## src/rtl/synth_pkg.sv

```systemverilog
// synth_pkg: shared constants, enums and phase-increment helper for voice_synth
package synth_pkg;
  localparam int NUM_VOICES = 8;
  localparam int FRAC_BITS = 20;
  typedef enum logic [1:0] {SAW, SQUARE, TRI} wave_t;
  typedef enum logic [1:0] {IDLE, RUN, DONE} state_t;
  function automatic logic [31:0] phase_inc_k(input int unsigned rate);
    logic [63:0] r;
    r = ((64'd1 << 32) + 64'(rate >> 1)) / 64'(rate);
    return r[31:0];
  endfunction
endpackage

```

## src/rtl/voice_wave_gen.sv

```systemverilog
// voice_wave_gen: maps a 32-bit phase to a signed 16-bit saw, square or triangle sample
module voice_wave_gen
  import synth_pkg::*;
(
  input  logic [31:0]        phase,
  input  logic [1:0]         wave_sel,
  output logic signed [15:0] wave
);
  logic [14:0] u;
  always_comb begin
    u = phase[31] ? ~phase[30:16] : phase[30:16];
    wave = wave_t'(wave_sel) == SQUARE ? (phase[31] ? -16'sd32767 : 16'sd32767) :
           wave_t'(wave_sel) == TRI ? $signed({~u[14], u[13:0], 1'b0}) :
           $signed({~phase[31], phase[30:16]});
  end
endmodule

```

## src/rtl/voice_synth.sv

```systemverilog
// voice_synth: eight-voice time-multiplexed oscillator and mixer producing 16-bit mono PCM
module voice_synth
  import synth_pkg::*;
#(
  parameter int          SAMPLE_RATE = 48000,
  parameter logic [15:0] RAMP_STEP   = 16'd64
) (
  input  logic               clk,
  input  logic               reset,
  input  logic               sample_en,
  input  logic [1:0]         wave_sel,
  input  logic [31:0]        frequencies   [NUM_VOICES-1:0],
  input  logic [31:0]        voice_volumes [NUM_VOICES-1:0],
  output logic signed [15:0] sample_out,
  output logic               sample_valid,
  output logic               busy,
  output logic               overrun
);
  localparam logic [31:0] K = phase_inc_k(SAMPLE_RATE);
  state_t state;
  logic [2:0] idx;
  logic signed [18:0] acc;
  logic [31:0] phase [NUM_VOICES];
  logic [15:0] gain [NUM_VOICES];
  logic [31:0] freq, vol, p, inc;
  logic [63:0] prod;
  logic [15:0] g, target, next_gain;
  logic [16:0] up;
  logic signed [15:0] wave;
  logic signed [32:0] mix;
  voice_wave_gen u_wave (.phase(p), .wave_sel(wave_sel), .wave(wave));
  assign busy = state != IDLE;
  always_comb begin
    freq = frequencies[idx];
    vol = voice_volumes[idx];
    p = phase[idx];
    g = gain[idx];
    prod = 64'(freq) * 64'(K);
    inc = prod[FRAC_BITS+31:FRAC_BITS];
    target = vol[31] ? 16'h0000 : vol >= (32'd1 << FRAC_BITS) ? 16'hFFFF : vol[19:4];
    up = {1'b0, g} + {1'b0, RAMP_STEP};
    // Ramp math is done with widened/difference compares so it never wraps at 16 bits
    next_gain = g < target ? (up > {1'b0, target} ? target : up[15:0]) :
                g > target ? (g - target <= RAMP_STEP ? target : g - RAMP_STEP) : g;
    mix = wave * $signed({1'b0, g});
  end
  always_ff @(posedge clk) begin
    if (reset) begin
      state <= IDLE;
      idx <= '0;
      acc <= '0;
      sample_out <= '0;
      sample_valid <= 1'b0;
      overrun <= 1'b0;
      for (int i = 0; i < NUM_VOICES; i++) begin
        phase[i] <= '0;
        gain[i] <= '0;
      end
    end else begin
      sample_valid <= 1'b0;
      if (sample_en && state != IDLE) overrun <= 1'b1;
      case (state)
        IDLE: if (sample_en) begin
          state <= RUN;
          idx <= '0;
          acc <= '0;
        end
        RUN: begin
          phase[idx] <= p + inc;
          gain[idx] <= next_gain;
          acc <= acc + 19'($signed(mix[32:16]));
          idx <= idx + 3'd1;
          if (idx == 3'(NUM_VOICES - 1)) state <= DONE;
        end
        DONE: begin
          sample_out <= acc[18:3];
          sample_valid <= 1'b1;
          state <= IDLE;
        end
        default: state <= IDLE;
      endcase
    end
  end
endmodule

```

## config.mk

```make
export PLATFORM = sky130hd
export DESIGN_NAME = voice_synth
export DESIGN_NICKNAME = d
export VERILOG_FILES = /design/src/rtl/synth_pkg.sv /design/src/rtl/voice_wave_gen.sv /design/src/rtl/voice_synth.sv
export SDC_FILE = /design/constraint.sdc
export NUM_CORES = 2
export LEC_CHECK = 0
export BUFFER_PORTS_ARGS = -buffer_cell sky130_fd_sc_hd__buf_2
export CORE_MARGIN = 5
export CORE_UTILIZATION = 28
export CTS_CLUSTER_SIZE = 8
export DETAILED_ROUTE_END_ITERATION = 12
export PLACE_DENSITY = 0.52
export SYNTH_ARGS = -nofsm -noshare
export SYNTH_HDL_FRONTEND = slang
export SYNTH_SLANG_ARGS = --single-unit
export TNS_END_PERCENT = 50
```

## constraint.sdc

```tcl
create_clock -name clk -period 14.1 [get_ports clk]
set_input_delay 1.41 -clock clk [delete_from_list [all_inputs] [get_ports clk]]
set_output_delay 1.41 -clock clk [all_outputs]
set_load 0.01 [all_outputs]
```

Yosys cells after proc, flatten, opt, wreduce, memory -nomap -nowiden
Memory sizes are Yosys's and may differ from the RTL's. A register that Yosys moved wholly into a read port is not among the register bits.
Cells that the tools add are included.

storage, ports and cells
  bits in registers = 42
  memories kept = 2
  RAM bits = 384
  logic and storage cells = 77
  input port bits = 517
  output and inout bits = 19

memory list
  memory  depth  width  read ports  clocked after memory_dff  write ports  line               text
  phase   8      32     1           1                         8            voice_synth.sv:23  logic [31:0] phase [NUM_VOICES];
  gain    8      16     1           1                         8            voice_synth.sv:24  logic [15:0] gain [NUM_VOICES];

operators by class
  muxes and demuxes = 37
  add/sub/neg operators = 6
  bitwise gates (word level) = 3
  order comparisons = 6
  equality and inequality tests = 7
  reductions and logical operators = 8
  multipliers = 2

operators by type and width
  cell                                                                                count
  32-bit binary-select mux with 3-bit select                                          2
  16-bit two-way mux                                                                  10
  32-bit two-way mux                                                                  3
  32-bit by 16-bit multiplier with 48-bit output (second input constant)              1
  19-bit one-hot mux with 2 select lines                                              1
  16-bit by 17-bit multiplier with 33-bit output                                      1
  32-bit by 29-bit adder with 32-bit output                                           1
  32-bit by 21-bit >= comparator with 1-bit output (second input constant)            1
  32-bit OR reduction                                                                 1
  3-bit two-way mux                                                                   7
  19-bit by 17-bit adder with 19-bit output                                           1
  19-bit two-way mux                                                                  1
  16-bit by 7-bit adder with 17-bit output (second input constant)                    1
  17-bit by 16-bit greater-than comparator with 1-bit output                          1
  16-bit greater-than comparator                                                      1
  16-bit by 7-bit less-or-equal comparator with 1-bit output (second input constant)  1
  16-bit < comparator                                                                 1
  16-bit OR reduction                                                                 1
  16-bit subtractor                                                                   1
  16-bit by 7-bit subtractor with 16-bit output (second input constant)               1
  15-bit two-way mux                                                                  1
  15-bit NOT                                                                          1
  1-bit two-way mux                                                                   8
  3-bit one-hot mux with 2 select lines                                               1
  13 further kinds                                                                    20

Longest topological paths before layout
  word-level depth = 11
  mapped depth = 52

Cells and area by module
From an unflattened synthesis, not the netlist that was laid out.

second synthesis, totals
  cells, all modules = 4090
  area, all modules = 42092.9 µm²

modules (own cells, without submodules)
  module          area each (µm²)  times used  seq. area each (µm²)  cells each
  voice_synth     41501.1          1           12431.9               4004
  voice_wave_gen  591.8            1           0.0                   86

Worst setup path after synthesis
OpenSTA, ideal clock, no wires.

  path kind = reg2reg
  from = reg with a tool-made name
  to = reg acc[17]
  buffers on the path = 6
  cell stages (with the launch flop) = 46
  data required time = 13.983 ns
  arrival time = 10.941 ns
  slack = 3.042 ns
  library setup time = 0.117 ns
  cell sequence = dfxtp_1 buf_6 buf_6 buf_2 buf_2 buf_2 buf_2 mux4_2 mux2i_1 clkinv_1 nand2_1 fa_1 inv_1 fa_1 ha_1 fa_1 inv_1 fa_1 [10 not listed] o21a_1 o21a_1 o21a_1 nor2_1 ha_1 a21oi_1 o21ai_0 a21o_1 a21o_1 a211oi_1 nor2_1 o21a_1 o21a_1 o2111a_1 a2111oi_0 a21oi_1 xor2_1 a22o_1

RTL lines
  item                  line               text
  to (signal assigned)  voice_synth.sv:71  acc <= acc + 19'($signed(mix[32:16]));
  to (decl)             voice_synth.sv:22  logic signed [18:0] acc;

==> impl_metrics.json <==
{
  "status": "completed",
  "clk_latency_ps": 640,
  "finalWeightedCongestion": 0.969,
  "cp.required_ps": 14590,
  "synth_ff_type": "edfxtp_1",
  "cts.hold.buffers_added": 0,
  "cpMaxStageDelayCell": "dfxtp_4",
  "setup_viol": 0,
  "synth_top_area_share_pct": 27.8,
  "netlist_area_sq_mm": 0.0415,
  "cts_made_buffers": 61,
  "synth_edf_count": 384,
  "final.setup.tns_ps": 0,
  "antenna_found_initial": 22,
  "grt_first_pass_wirelength_mm": 221,
  "maxSlewViolCount": 0,
  "critical_path_class": "flop to flop",
  "finalNonFillerCells": 6444,
  "dieHeight_um": 395,
  "endpoint_kind": "flop",
  "overflow": 0,
  "crit_path_start_kind": "flop",
  "coreArea_sq_mm": 0.148,
  "fillers": 15200,
  "slew_headroom_pct": 24.3,
  "tightestPinTransition_ps": 1130,
  "synth_cell_type_count": 83,
  "portBuffers": 503,
  "post-route-min-period_ps": 12130,
  "register_area_sq_mm": 0.0124,
  "yosys.cell_count.top_type": "inv_1",
  "clk_path_buf_depth": 3,
  "nets": 5791,
  "clk_pin_slew_ps": 50,
  "cts_resized": 0,
  "dieArea_sq_mm": 0.156,
  "critical_path.max_fanout": 41,
  "post_cts_buffers": 0,
  "async_reset_ff_share_pct": 0,
  "routed_wl_mm": 153,
  "critPathMaxStageDelay_ps": 920,
  "drtIter0Drc": 2619,
  "clockRootBuffer": "clkbuf_16",
  "wl_per_cell_um": 23.7,
  "cts_tree": "built",
  "max_freq_mhz": 82.4,
  "drtAntennaViolNets": 0,
  "rows": 141,
  "io_pins": 536,
  "grt_start_max_net_pins": 62,
  "ys_warn_count": 0,
  "avgSynthCellArea_sq_um": 10.3,
  "drt_first_pass_iters": 7,
  "r2r_slack_ps": 1970,
  "grt_setup_unrepaired": "no",
  "arrival_ps": 12620,
  "cts_sinks": 429,
  "multi_input_area_sq_mm": 0.0263,
  "syn_nets": 5336,
  "first_global_vias": 33000,
  "via_per_inst": 5.01,
  "grt_usage_pct": 19.0,
  "finalCritPeriodShare_pct": 86.1,
  "num_vias": 32300,
  "seq_area_frac_synth_pct": 29.9,
  "start_util_pct": 28.1,
  "die_w_um": 395,
  "drc_errors": 0,
  "drive_gt1_share_pct": 18.5,
  "hold_violations": 0,
  "ys_top_cells_by_count": "inv_1, nor2_1, ha_1",
  "syn_inst": 4015,
  "post-place-cells": 6337,
  "htreeDepth": 2,
  "fin_worst_skew_ps": 40.0,
  "synth_area_leaders": "edfxtp_1, fa_1, ha_1, inv_1, nor2_1",
  "ys_ff_latch": 429,
  "synth_top_area_cell": "edfxtp_1",
  "drv_cap": 0,
  "holdCritPathClass": "flop to flop",
  "hold_slack_ps": 448,
  "area_growth_pct": 16.2,
  "dpl.hpwl_mm": 115
}
cell usage in the layout (no fill, tap or decap), types with 43 or more instances in the layout:
master       n
nand4_1     44
a21oi_1    111
a21o_1      56
nor2_1     579
o21a_1      44
ha_1       414
mux4_2      95
inv_1      591
buf_2      503
nor3_1      43
edfxtp_1   384
o21ai_0     78
buf_4       75
nand3_1     44
xnor2_1     75
fa_1       390
a22oi_1    162
nand2_1    213
clkbuf_16   62
kinds of logic after synthesis:
| family | after synthesis | share of synthesized area, % |
|---|---|---|
| XOR/XNOR | 112 | 2.36 |
| adder cells (fa/ha/maj) | 804 | 31.3 |
| multiplexers | 176 | 7.41 |
| AND/OR/NAND/NOR | 1108 | 11.7 |
| buffers and inverters | 783 | 7.16 |
| AO/OA/AOI/OAI | 603 | 10.1 |
| flip-flops | 429 | 29.9 |
layer usage:
| layer | track usage [%] | wire (um) | vias up |
|---|---|---|---|
| met4 | 4.30 | 3690 | 6 |
| met1 | 25.5 | 65300 | 16300 |
| met3 | 3.40 | 10600 | 187 |
| met2 | 31.9 | 72800 | 1159 |
| met5 | 0 | 48 | - |
| li1 | - | - | 14700 |
registers in the layout (all words and copies together), names as in the netlist, named ones only:
| register | flops |
|---|---|
| sample_valid | 1 |
| idx | 3 |
| phase | 256 |
| overrun | 1 |
| acc | 19 |
| state | 2 |
| gain | 128 |
| sample_out | 16 |
path summary, 6_finish.rpt:
check	start	end	cells past startpoint
worst max-delay path	flop	acc[17]	43
worst min-delay path	sample_out[8]	sample_out[8]	2
worst max register to register	flop	acc[17]	43
worst min register to register	sample_out[8]	sample_out[8]	2
per-stage QoR:
| step | worst slack [ps] | utilization, % | area [sq um] |
|---|---|---|---|
| after floorplan | 3040 | - | 41500 |
| after global routing | 1160 | 32.7 | 48300 |
| after detailed placement | 1910 | 31.5 | 46500 |
| after global placement | 1940 | 31.5 | 46500 |
| after CTS | 1830 | 32.7 | 48200 |
| final | 1970 | 32.7 | 48300 |
worst max-delay path: cells and delay by family (launching register included):
kind                     cells  cell delay, ps
AO/OA/AOI/OAI               18            3610
adder cells (fa/ha/maj)      8            3410
AND/OR/NAND/NOR             10            2020
multiplexers                 2            1350
flip-flops                   1             920
buffers and inverters        4             470
XOR/XNOR                     1             190
cell type report:
| type | count | share of cell area [%] |
|---|---|---|
| multi-input cells | 2803 | 54.4 |
| well taps | 1930 | 5.00 |
| clock buffers | 95 | 3.49 |
| diodes | 7 | 0.0363 |
| clock inverters | 5 | 0.215 |
| inverters | 596 | 4.64 |
| flip-flops and latches | 429 | 25.8 |
| repair buffers | 579 | 6.42 |
Power is left out: the tool's default activity adds up to more than one toggle a clock period on the data nets, which glitch-free logic cannot reach.
